`config.mk`:
```
export PLATFORM = sky130hd
export DESIGN_NAME = instruction_fetch_unit_flat
export DESIGN_NICKNAME = d
export VERILOG_FILES = /design/src/rtl/instruction_fetch_unit_if.sv /design/src/rtl/instruction_fetch_unit.sv /design/src/flat_wrapper.sv
export SDC_FILE = /design/constraint.sdc
export NUM_CORES = 1
export LEC_CHECK = 0
export CAP_MARGIN = 20
export CORE_MARGIN = 10
export CORE_UTILIZATION = 40
export DETAILED_ROUTE_END_ITERATION = 6
export PLACE_DENSITY = 0.74
export SETUP_SLACK_MARGIN = 0.3
export SYNTH_ARGS = -nofsm -noshare
export SYNTH_HDL_FRONTEND = slang
export SYNTH_SLANG_ARGS = --single-unit
```
`constraint.sdc`:
```
create_clock -name clk -period 12.3 [get_ports clk]
set_input_delay 2.46 -clock clk [delete_from_list [all_inputs] [get_ports clk]]
set_output_delay 2.46 -clock clk [all_outputs]
set_load 0.02 [all_outputs]
```
`src/rtl/instruction_fetch_unit_if.sv`:
```
// ============================================================================
// Module   : instruction_fetch_unit_if
// Function : Fetch request, byte-ROM bus and result handshake bundle
// Revision : 1.0
// ============================================================================
`default_nettype none

interface instruction_fetch_unit_if;
  logic        start;
  logic [31:0] pc;
  logic [7:0]  rom_read_data;
  logic        rom_illegal_address;
  logic [31:0] rom_address;
  logic        rom_output_enable;
  logic [31:0] instruction;
  logic        out_valid;
  logic        out_ready;
  logic        fetch_error;
  logic        busy;

  // master = the fetch unit itself; slave = requester/ROM side
  modport master (
    input  start, pc, rom_read_data, rom_illegal_address, out_ready,
    output rom_address, rom_output_enable, instruction, out_valid, fetch_error, busy
  );

  modport slave (
    output start, pc, rom_read_data, rom_illegal_address, out_ready,
    input  rom_address, rom_output_enable, instruction, out_valid, fetch_error, busy
  );
endinterface

`default_nettype wire

```
`src/rtl/instruction_fetch_unit.sv`:
```
// ============================================================================
// Module   : instruction_fetch_unit
// Function : Assembles a little-endian 32-bit word from four byte-ROM reads
// Revision : 1.0
// ============================================================================
`default_nettype none

module instruction_fetch_unit #(
  parameter bit CHECK_ALIGN = 1'b1
) (
  input  wire                        clk,
  input  wire                        reset,
  instruction_fetch_unit_if.master   bus
);

  typedef enum logic [2:0] {
    IDLE  = 3'd0,
    READ0 = 3'd1,
    READ1 = 3'd2,
    READ2 = 3'd3,
    READ3 = 3'd4,
    DONE  = 3'd5
  } state_t;

  state_t      r_state;
  state_t      w_state_next;
  logic [31:0] r_base;
  logic [31:0] w_base_next;
  logic [31:0] r_instr;
  logic [31:0] w_instr_next;
  logic        r_error;
  logic        w_error_next;
  logic [1:0]  w_byte_idx;
  logic        w_reading;
  state_t      w_read_next;

  always_ff @(posedge clk) begin
    if (reset) begin
      r_state <= IDLE;
      r_base  <= 32'h0;
      r_instr <= 32'h0;
      r_error <= 1'b0;
    end else begin
      r_state <= w_state_next;
      r_base  <= w_base_next;
      r_instr <= w_instr_next;
      r_error <= w_error_next;
    end
  end

  // Byte lane and successor for the READn states
  always_comb begin
    w_byte_idx  = 2'd0;
    w_reading   = 1'b0;
    w_read_next = DONE;
    case (r_state)
      READ0:   begin w_byte_idx = 2'd0; w_reading = 1'b1; w_read_next = READ1; end
      READ1:   begin w_byte_idx = 2'd1; w_reading = 1'b1; w_read_next = READ2; end
      READ2:   begin w_byte_idx = 2'd2; w_reading = 1'b1; w_read_next = READ3; end
      READ3:   begin w_byte_idx = 2'd3; w_reading = 1'b1; w_read_next = DONE;  end
      default: begin w_byte_idx = 2'd0; w_reading = 1'b0; w_read_next = DONE;  end
    endcase
  end

  always_comb begin
    w_state_next          = r_state;
    w_base_next           = r_base;
    w_instr_next          = r_instr;
    w_error_next          = r_error;
    bus.rom_output_enable = 1'b0;
    bus.rom_address       = 32'h0;

    case (r_state)
      IDLE: begin
        if (bus.start) begin
          w_base_next  = bus.pc;
          w_instr_next = 32'h0;
          w_error_next = 1'b0;
          if (CHECK_ALIGN && (bus.pc[1:0] != 2'b00)) begin
            w_error_next = 1'b1;
            w_state_next = DONE;
          end else begin
            w_state_next = READ0;
          end
        end
      end
      DONE: begin
        if (bus.out_ready) begin
          w_state_next = IDLE;
        end
      end
      default: begin
        if (w_reading) begin
          bus.rom_output_enable = 1'b1;
          bus.rom_address       = r_base + {30'h0, w_byte_idx};
          // An out-of-range byte aborts the whole word; no partial result survives
          if (bus.rom_illegal_address) begin
            w_instr_next = 32'h0;
            w_error_next = 1'b1;
            w_state_next = DONE;
          end else begin
            w_instr_next[{w_byte_idx, 3'b000} +: 8] = bus.rom_read_data;
            w_state_next = w_read_next;
          end
        end else begin
          w_state_next = IDLE;
        end
      end
    endcase
  end

  assign bus.instruction = r_instr;
  assign bus.fetch_error = r_error;
  assign bus.out_valid   = (r_state == DONE);
  assign bus.busy        = (r_state != IDLE);

endmodule

`default_nettype wire

```
`src/flat_wrapper.sv`:
```
// flat-port wrapper written by rule: the top's interface ports become plain ports
module instruction_fetch_unit_flat 
#(
  parameter bit CHECK_ALIGN = 1'b1
)
  (clk, reset, bus_start, bus_pc, bus_rom_read_data, bus_rom_illegal_address, bus_out_ready, bus_rom_address, bus_rom_output_enable, bus_instruction, bus_out_valid, bus_fetch_error, bus_busy);
  instruction_fetch_unit_if bus_i ();
  input  wire clk;
  input  wire reset;
  input wire logic [$bits(bus_i.start)-1:0] bus_start;
  input wire logic [$bits(bus_i.pc)-1:0] bus_pc;
  input wire logic [$bits(bus_i.rom_read_data)-1:0] bus_rom_read_data;
  input wire logic [$bits(bus_i.rom_illegal_address)-1:0] bus_rom_illegal_address;
  input wire logic [$bits(bus_i.out_ready)-1:0] bus_out_ready;
  output wire logic [$bits(bus_i.rom_address)-1:0] bus_rom_address;
  output wire logic [$bits(bus_i.rom_output_enable)-1:0] bus_rom_output_enable;
  output wire logic [$bits(bus_i.instruction)-1:0] bus_instruction;
  output wire logic [$bits(bus_i.out_valid)-1:0] bus_out_valid;
  output wire logic [$bits(bus_i.fetch_error)-1:0] bus_fetch_error;
  output wire logic [$bits(bus_i.busy)-1:0] bus_busy;
  assign bus_i.start = bus_start;
  assign bus_i.pc = bus_pc;
  assign bus_i.rom_read_data = bus_rom_read_data;
  assign bus_i.rom_illegal_address = bus_rom_illegal_address;
  assign bus_i.out_ready = bus_out_ready;
  assign bus_rom_address = bus_i.rom_address;
  assign bus_rom_output_enable = bus_i.rom_output_enable;
  assign bus_instruction = bus_i.instruction;
  assign bus_out_valid = bus_i.out_valid;
  assign bus_fetch_error = bus_i.fetch_error;
  assign bus_busy = bus_i.busy;
  instruction_fetch_unit #(.CHECK_ALIGN(CHECK_ALIGN)) u_core (.clk(clk), .reset(reset), .bus(bus_i));
endmodule
```
After elaboration in Yosys (flattened, before gate mapping)
Cells that the tools add are included.
{ "word_totals": {"regBits": 68, "input_bits": 45, "out_inout_bits": 68, "word_cells": 50} }
{ "classes": {"add_sub_neg": 2, "n_eq_ne": 7, "n_shift": 2, "n_mux": 23, "bitwise_logic": 1, "reduce_logical": 11} }
{ "op_table": {"columns": ["cell", "n"], "rows": [
  ["$mux 32", 5],
  ["$pmux 32 s2", 1],
  ["$add 32x2->32", 1],
  ["$bwmux 32", 1],
  ["$shift 8x7->32 const A", 1],
  ["$shiftx 8x7->32", 1],
  ["$mux 3", 5],
  ["$pmux 3 s3", 1],
  ["$mux 1", 7],
  ["$neg 5->7", 1],
  ["$eq 3x2->1 const B", 2],
  ["$eq 3x3->1 const B", 2],
  ["$pmux 2 s3", 1],
  ["$pmux 3 s2", 1],
  ["$reduce_bool 2->1", 3],
  ["$ne 2x2->1 const B", 2],
  ["$reduce_and 2->1", 2],
  ["$reduce_and 4->1", 1],
  ["$reduce_or 4->1", 1],
  ["$eq 3x1->1 const B", 1],
  ["$logic_not 3->1", 1],
  ["$reduce_and 3->1", 1],
  ["$reduce_bool 3->1", 1],
  ["$pmux 1 s2", 1],
  ["other kinds (2)", 2]
]} }

Logic depth before layout (Yosys ltp)
{ "logic_depth": {"depth_word": 8, "ltp_mapped": 12, "depth_no_buf": 10} }

Worst setup path after synthesis
Ideal clock, no wire load.
{ "synth_path": {"path_type": "reg-to-output", "from": "reg u_core.r_state[0]", "to": "out bus_rom_address[26]", "arrival_ps": 3386, "t_required_ps": 9840, "path_slack_ps": 6454, "path_stages_with_launch": 12, "n_path_buf": 3, "path_cell_list": "dfxtp_1 > clkbuf_1 > clkbuf_1 > nand2_1 > o21ai_0 > inv_1 > fa_1 > nand2b_1 > or3_1 > clkbuf_1 > or4_1 > a21oi_1"} }
{ "synth_between": {"elab_chain_cells": 5, "word_cells_on_any_way": 13, "classes_between": "add/sub: 1; eq/ne: 5; mux: 4; reduce/logical: 3"} }
{ "synth_rtl": {"columns": ["element", "line_no", "source"], "rows": [
  ["start, declared", "instruction_fetch_unit.sv:25", "state_t r_state;"],
  ["start signal, assigned", "instruction_fetch_unit.sv:44", "r_state <= w_state_next;"],
  ["$eq 3x3->1, or another cell as far along", "instruction_fetch_unit.sv:56", "case (r_state)"],
  ["$pmux 2 s3 / $reduce_or 4->1 (equally long branches)", null, null],
  ["$add 32x2->32 / $mux 1 (equally long branches)", "instruction_fetch_unit.sv:95, instruction_fetch_unit.sv:56", null],
  ["$mux 32", "instruction_fetch_unit.sv:93", "if (w_reading) begin"],
  ["$mux 32 *", "instruction_fetch_unit.sv:73", "case (r_state)"],
  ["end, declared", "flat_wrapper.sv:15", "output wire logic [$bits(bus_i.rom_address)-1:0] bus_rom_address;"]
]} }
Mark *: on every way between the ends. The rest lies on a longest branch, timed or not.

Final worst setup path
{ "layout_path": {"from": "reg u_core.r_state[2]", "to": "out bus_rom_address[16]"} }
Same word-level chain as after synthesis.

==> qor.yml <==
die:
  die_y_microns: 116
  start_util_pct: 41.7
  die_width_microns: 116
  rows: 34
  dieArea_sq_um: 13500
  io_pins: 113
  coreArea_sq_um: 8850
run_status:
  status: "finished, final reports clean"
finish:
  syn2layout_area_growth_pct: 37.6
  multiInputGateArea_sq_um: 2140
  n_antenna_cell: 0
  n_fill_cell: 805
  final_nets: 627
  final_area_sq_um: 5080
  instances_no_fill: 687
  register_area_sq_um: 1360
  drive_gt1_share_pct: 5.35
placement:
  routabilityCongestion: 0.836
  place_hpwl_microns: 8690
  dpl.cell_count: 669
  portBuffers: 112
  placed_cell_area_sq_um: 4830
worst_setup_path:
  start_kind: "flip-flop"
  worstPathRequired_ns: 9.84
  ff2ff_path_depth: 8
  crit_type: "reg -> out"
  regToRegEndpoint: "u_core.bus.instruction[31]$_SDFFE_PP0P_"
  timing.rr.start: "u_core.r_state[0]$_SDFFE_PP0P_"
  regToRegSetupSlack_ns: 9.11
  crit_fanout: 27
  cp-end-kind: "primary output"
  cp.arrival_ns: 4.59
sta:
  hold_viol: 0
  setup_viol: 0
  fin_skew_ns: 0.00634
  finalMaxSlewViolations: 0
  finalSetupTns_ns: 0
  rsz0062_at_grt: "false"
  period_needed_ns: 7.05
  slew_headroom_pct: 43.3
  tightest_slew_ns: 0.844
  timing.final.crit_share_pct: 57.4
  fmax_mhz: 142
global_route:
  antenna_found_initial: 0
  grt_overflow: 0
  grt_pass1_wl_microns: 18800
  grt_usage_pct: 17.1
  grt_max_degree: 63
  grt_pass1_vias: 3668
flow_run:
  maxCapViolations: 0
logic_synthesis:
  synth_area_leader_cell: "dfxtp_1"
  synth_area_per_cell_sq_um: 7.69
  netlist_instances: 480
  synth_top_area_share_pct: 36.9
  yosys-top-cells-area: "dfxtp_1 (37%), a21oi_1 (10%), nand2_1 (7.9%), nand3_1 (3.4%), o211ai_1 (3.3%)"
  synthArstFlopShare_pct: 0
  synth_edf_count: 0
  synth_cell_type_count: 45
  ys_warn_count: 0
  synth_area_sq_um: 3690
  synth_seq_cells: 68
  syn-num-nets: 533
  synthFlopType: "dfxtp_1"
  seq_area_frac_synth_pct: 36.9
power_and_ir_drop:
  vdd_drop_max_mv: 0.0674
  switching_power_w: 0.000219
  switching_share_pct: 34.5
  finalPower_w: 0.000637
  p_comb_share_pct: 27.0
  p_int_w: 0.000417
  p_clk_share_pct: 32.8
  leakage_nw: 1.68
  p_seq_share_pct: 40.1
  cellPowerDensity_nw_per_um2: 125
drt:
  num_vias: 3917
  ant_nets: 0
  detail_route.first_pass.iterations: 5
  drc: 0
  avgViaCountPerCell: 5.70
  drt_iter0_drc: 264
  routedWlPerCell_microns: 17.2
  wirelength_microns: 11800
clock_tree:
  clkTransAtPathRegs_ns: 0.08
  clock_path_buffers: 2
  cts_resized: 0
  hold_buffers: 0
  clockRootBuffer: "clkbuf_8"
  cts_setup_buffers: 0
  clock_sinks: 68
  insertion_delay_ns: 0.34
  cts-htree-levels: 3
  cts_tree: "done"
  cts_buffers: 9
worst_hold_path:
  worstHoldStart: "u_core.r_base[0]$_SDFFE_PP0P_"
  holdPathEnd: "u_core.r_base[0]$_SDFFE_PP0P_"
  whs_path_depth: 2
  hold_path.class: "reg -> reg"
==> layout make-up <==
type / count / area share, %
tap: 108 / 2.66
clock inverter: 7 / 1.94
sequential: 68 / 26.8
inverter: 14 / 1.03
clock buffer: 9 / 2.44
multi-input combinational: 364 / 42.1
timing repair buffer: 117 / 23.0
==> routing by layer <==
| layer | track usage [%] | vias to the layer above | share of wire [%] |
|---|---|---|---|
| met2 | 27.6 | 135 | 46 |
| li1 | - | 1948 | - |
| met1 | 21.4 | 1824 | 44 |
| met5 | 0 | - | 0 |
| met4 | 4.17 | 0 | 0.96 |
| met3 | 5.99 | 10 | 8.4 |
==> cells in the final DEF, fill, tap and decap left out, types with 4 or more instances in the layout <==
cell type	n
ha_1	7
dfxtp_1	68
nor3_1	15
inv_1	14
clkbuf_8	9
o22ai_1	4
xnor2_1	6
o211ai_1	16
o31ai_1	15
a32oi_1	8
and4_1	4
a21o_1	4
nor4_1	6
nand3_1	25
or4_1	16
or3_1	4
a22o_1	10
nor2_1	23
nand4_1	8
clkdlybuf4s50_1	111
o21a_1	5
a21oi_1	75
o21ai_0	7
nand2_1	78
==> logic make-up (layout without fill, tap and decap cells) <==
kind of cell	count (synthesis)	in the layout	synth area share (%)
buf+inv	48	147	5.18
mux	1	1	0.271
fa+ha+maj	8	8	2.91
simple gates	198	198	27.4
flops	68	68	36.9
compound gates	148	148	25.2
xor+xnor	9	9	2.13
==> synthesized netlist by cell type (4+ instances only) <==
master and count:
a21oi_1 75, xnor2_1 6, o22ai_1 4, o211ai_1 16
nor2_1 23, and4_1 4, ha_1 7, nor4_1 6
nor3_1 15, nand2_1 78, nand3_1 25, nand4_1 8
inv_1 14, or3_1 4, dfxtp_1 68, o21ai_0 7
a32oi_1 8, clkbuf_1 27, o31ai_1 15, o21a_1 5
a21o_1 4, a22o_1 10, or4_1 16
==> worst max-delay path: stages (launching register included) <==
cell and delay (ns):
dfxtp_1 0.88, xnor2_1 0.17, or2_2 0.36, inv_1 0.12, ha_1 0.20, inv_1 0.06, fa_1 0.41, nand2b_1 0.24
or4_1 0.54, or4_1 0.43, a21oi_1 0.19, clkdlybuf4s50_1 0.64
==> worst max-delay path by stage <==
stage,from,to,slack (ns),depth (start not counted)
3_5_place_dp,u_core.r_state[2]$_SDFFE_PP0P_,bus_rom_address[16],5.63,11
4_1_cts,u_core.r_state[2]$_SDFFE_PP0P_,bus_rom_address[16],5.26,11
2_1_floorplan,u_core.r_state[0]$_SDFFE_PP0P_,bus_rom_address[26],6.45,11
3_3_place_gp,u_core.r_state[2]$_SDFFE_PP0P_,bus_rom_address[28],5.84,11
6_report,u_core.r_state[2]$_SDFFE_PP0P_,bus_rom_address[16],5.25,11
5_1_grt,u_core.r_state[2]$_SDFFE_PP0P_,bus_rom_address[16],4.90,11
==> power by group through the flow <==
| stage | Clock [W] | Combinational, W | Sequential (W) |
|---|---|---|---|
| after floorplan | 0 | 0.000111 | 0.000250 |
| after global placement | 0 | 0.000164 | 0.000258 |
| after detailed placement | 0 | 0.000168 | 0.000260 |
| after CTS | 0.000213 | 0.000169 | 0.000254 |
| after global routing | 0.000223 | 0.000189 | 0.000258 |
| final | 0.000209 | 0.000172 | 0.000255 |
==> state kept, by name (all words and copies together), names as in the netlist <==
name / cells
u_core.bus.fetch_error: 1
u_core.bus.instruction: 32
u_core.r_base: 32
u_core.r_state: 3
==> per-stage QoR <==
| stage | util (%) | setup slack [ns] | hold slack [ns] |
|---|---|---|---|
| detailed placement | 54.6 | 5.63 | 0.451 |
| finish | 57.4 | 5.25 | 0.462 |
| floorplan | - | 6.45 | 0.441 |
| global placement | 54.6 | 5.84 | 0.453 |
| global route | 57.4 | 4.90 | 0.493 |
| CTS | 57.1 | 5.26 | 0.463 |
(Power assumes the default switching activity.)
==> edit, RTL diff (config.mk and constraints unchanged) <==
Re-encode `state_t` (6 states) as one-hot, 6 bits wide.
--- a/src/rtl/instruction_fetch_unit.sv
+++ b/src/rtl/instruction_fetch_unit.sv
@@ -14,11 +14,11 @@
 );
 
-  typedef enum logic [2:0] {
-    IDLE  = 3'd0,
-    READ0 = 3'd1,
-    READ1 = 3'd2,
-    READ2 = 3'd3,
-    READ3 = 3'd4,
-    DONE  = 3'd5
+  typedef enum logic [5:0] {
+    IDLE  = 6'b000001,
+    READ0 = 6'b000010,
+    READ1 = 6'b000100,
+    READ2 = 6'b001000,
+    READ3 = 6'b010000,
+    DONE  = 6'b100000
   } state_t;
 
Check against the original RTL: no difference found for any inputs over 10 cycles, from zero or initial values and one cycle with reset high; not proved beyond that.
==> edit against the original RTL <==
Fmax rose by 7.6%; routed wire length is 4.7% lower; synthesized area down 2.7%; worst hold slack gained 0.016 ns; global-route usage down 0.50 points; final area decreased by 3.3%; via count is 8.4% lower; worst setup slack better by 0.50 ns; synthesized cell count decreased by 8.1%; sequential cell count rose by 3; critical path type unchanged; critical endpoint is now bus_rom_address[28]; highest routed layer unchanged.
Power is not compared: it rests on default switching activity, and its combinational part moved more than twofold at a synthesized area within 25%.
==> edit: results (changes against the original RTL) <==
Synth cell types: 46 (was 45)
status: finished, final reports clean (unchanged)
RR Endpoint: u_core.bus.instruction[3] (was u_core.bus.instruction[31])
Worst R2R Path Depth: 9 (was 8)
commonest cells in the synthesized netlist: nand2_1, dfxtp_1, a21oi_1 (was nand2_1, a21oi_1, dfxtp_1)
relative slew slack: 0.315 (was 0.433)
Pleak: 1.62 nW
delay of the slowest cell on the worst path: 0.64 ns (was 0.88 ns)
setup slack, reg-to-reg: 9.26 ns (was 9.11 ns)
routability cong.: 0.870 (was 0.836)
first-pass GRT wire length: 18100 µm (was 18800 µm)
fin crit share: 0.533 (was 0.574)
Clock Skew: 0.00992 ns (was 0.00634 ns)
initial drt markers: 202 (was 264)
Vias/cell: 5.48 (was 5.70)
layout cells sized above 1: 0.0604 (was 0.0535)
top fanout value on the critical path: 15 (was 27)
Placed Cells: 638 (was 669)
total global-route track usage: 0.166 (was 0.171)
Fillers: 793 (was 805)
WP data arrival: 4.10 ns (was 4.59 ns)
reg2reg start: u_core.r_state[5] (was u_core.r_state[0])
Seq/Total Area, Yosys: 0.396 (was 0.369)
Nets: 590 (was 627)
Slowest-stage cell, CP: clkdlybuf4s50_1 (was dfxtp_1)
via count: 3587 (was 3917)
dpl hpwl: 8420 µm (was 8690 µm)
Syn Nets: 490 (was 533)
-- edit: cell count changes after synthesis, moves of 12 or more --
| cell | before | now |
|---|---|---|
| o21ai_0 | 7 | 23 |
| a21oi_1 | 75 | 46 |
| xnor2_1 | 6 | 18 |
| o31ai_1 | 15 | 2 |
| o211ai_1 | 16 | 1 |
| a22o_1 | 10 | 24 |
-- edit: power by group --
group | switching, mW | internal, mW
combinational | 0.0386 | 0.0318
sequential | 0.0127 | 0.240
clock | 0.0885 | 0.0733
total | 0.140 | 0.345
-- edit: stage by stage --
stage | area (µm²) | hold slack, ns
2_1_floorplan | 3590 | 0.441
3_3_place_gp | 4750 | 0.457
3_5_place_dp | 4750 | 0.459
4_1_cts | 4920 | 0.483
5_1_grt | 4920 | 0.500
6_report | 4920 | 0.478
-- edit: cell families (layout without fill, tap and decap cells) --
| group | count (synthesis) | in the layout | synth area share |
|---|---|---|---|
| simple gates | 199 | 199 | 0.291 |
| compound gates | 107 | 107 | 0.195 |
| flops | 71 | 71 | 0.396 |
| buf+inv | 36 | 141 | 0.0436 |
| xor+xnor | 24 | 24 | 0.0606 |
| fa+ha+maj | 4 | 4 | 0.0139 |
-- edit: area by class of cell --
cell class / instances / area [µm²] / area share
Tap cell: 108 / 135 / 0.0275
Inverter: 9 / 33.8 / 0.00687
Sequential cell: 71 / 1420 / 0.289
Multi-Input combinational cell: 334 / 2010 / 0.410
Clock buffer: 11 / 131 / 0.0267
Timing Repair Buffer: 116 / 1150 / 0.233
Clock inverter: 5 / 35.0 / 0.00713
-- edit: per-layer routing --
layer / track usage / vias up / share of wire
li1: - / 1781 / -
met1: 0.192 / 1648 / 0.41
met2: 0.271 / 143 / 0.47
met3: 0.0776 / 15 / 0.11
met4: 0.0446 / 0 / 0.013
met5: 0 / - / 0
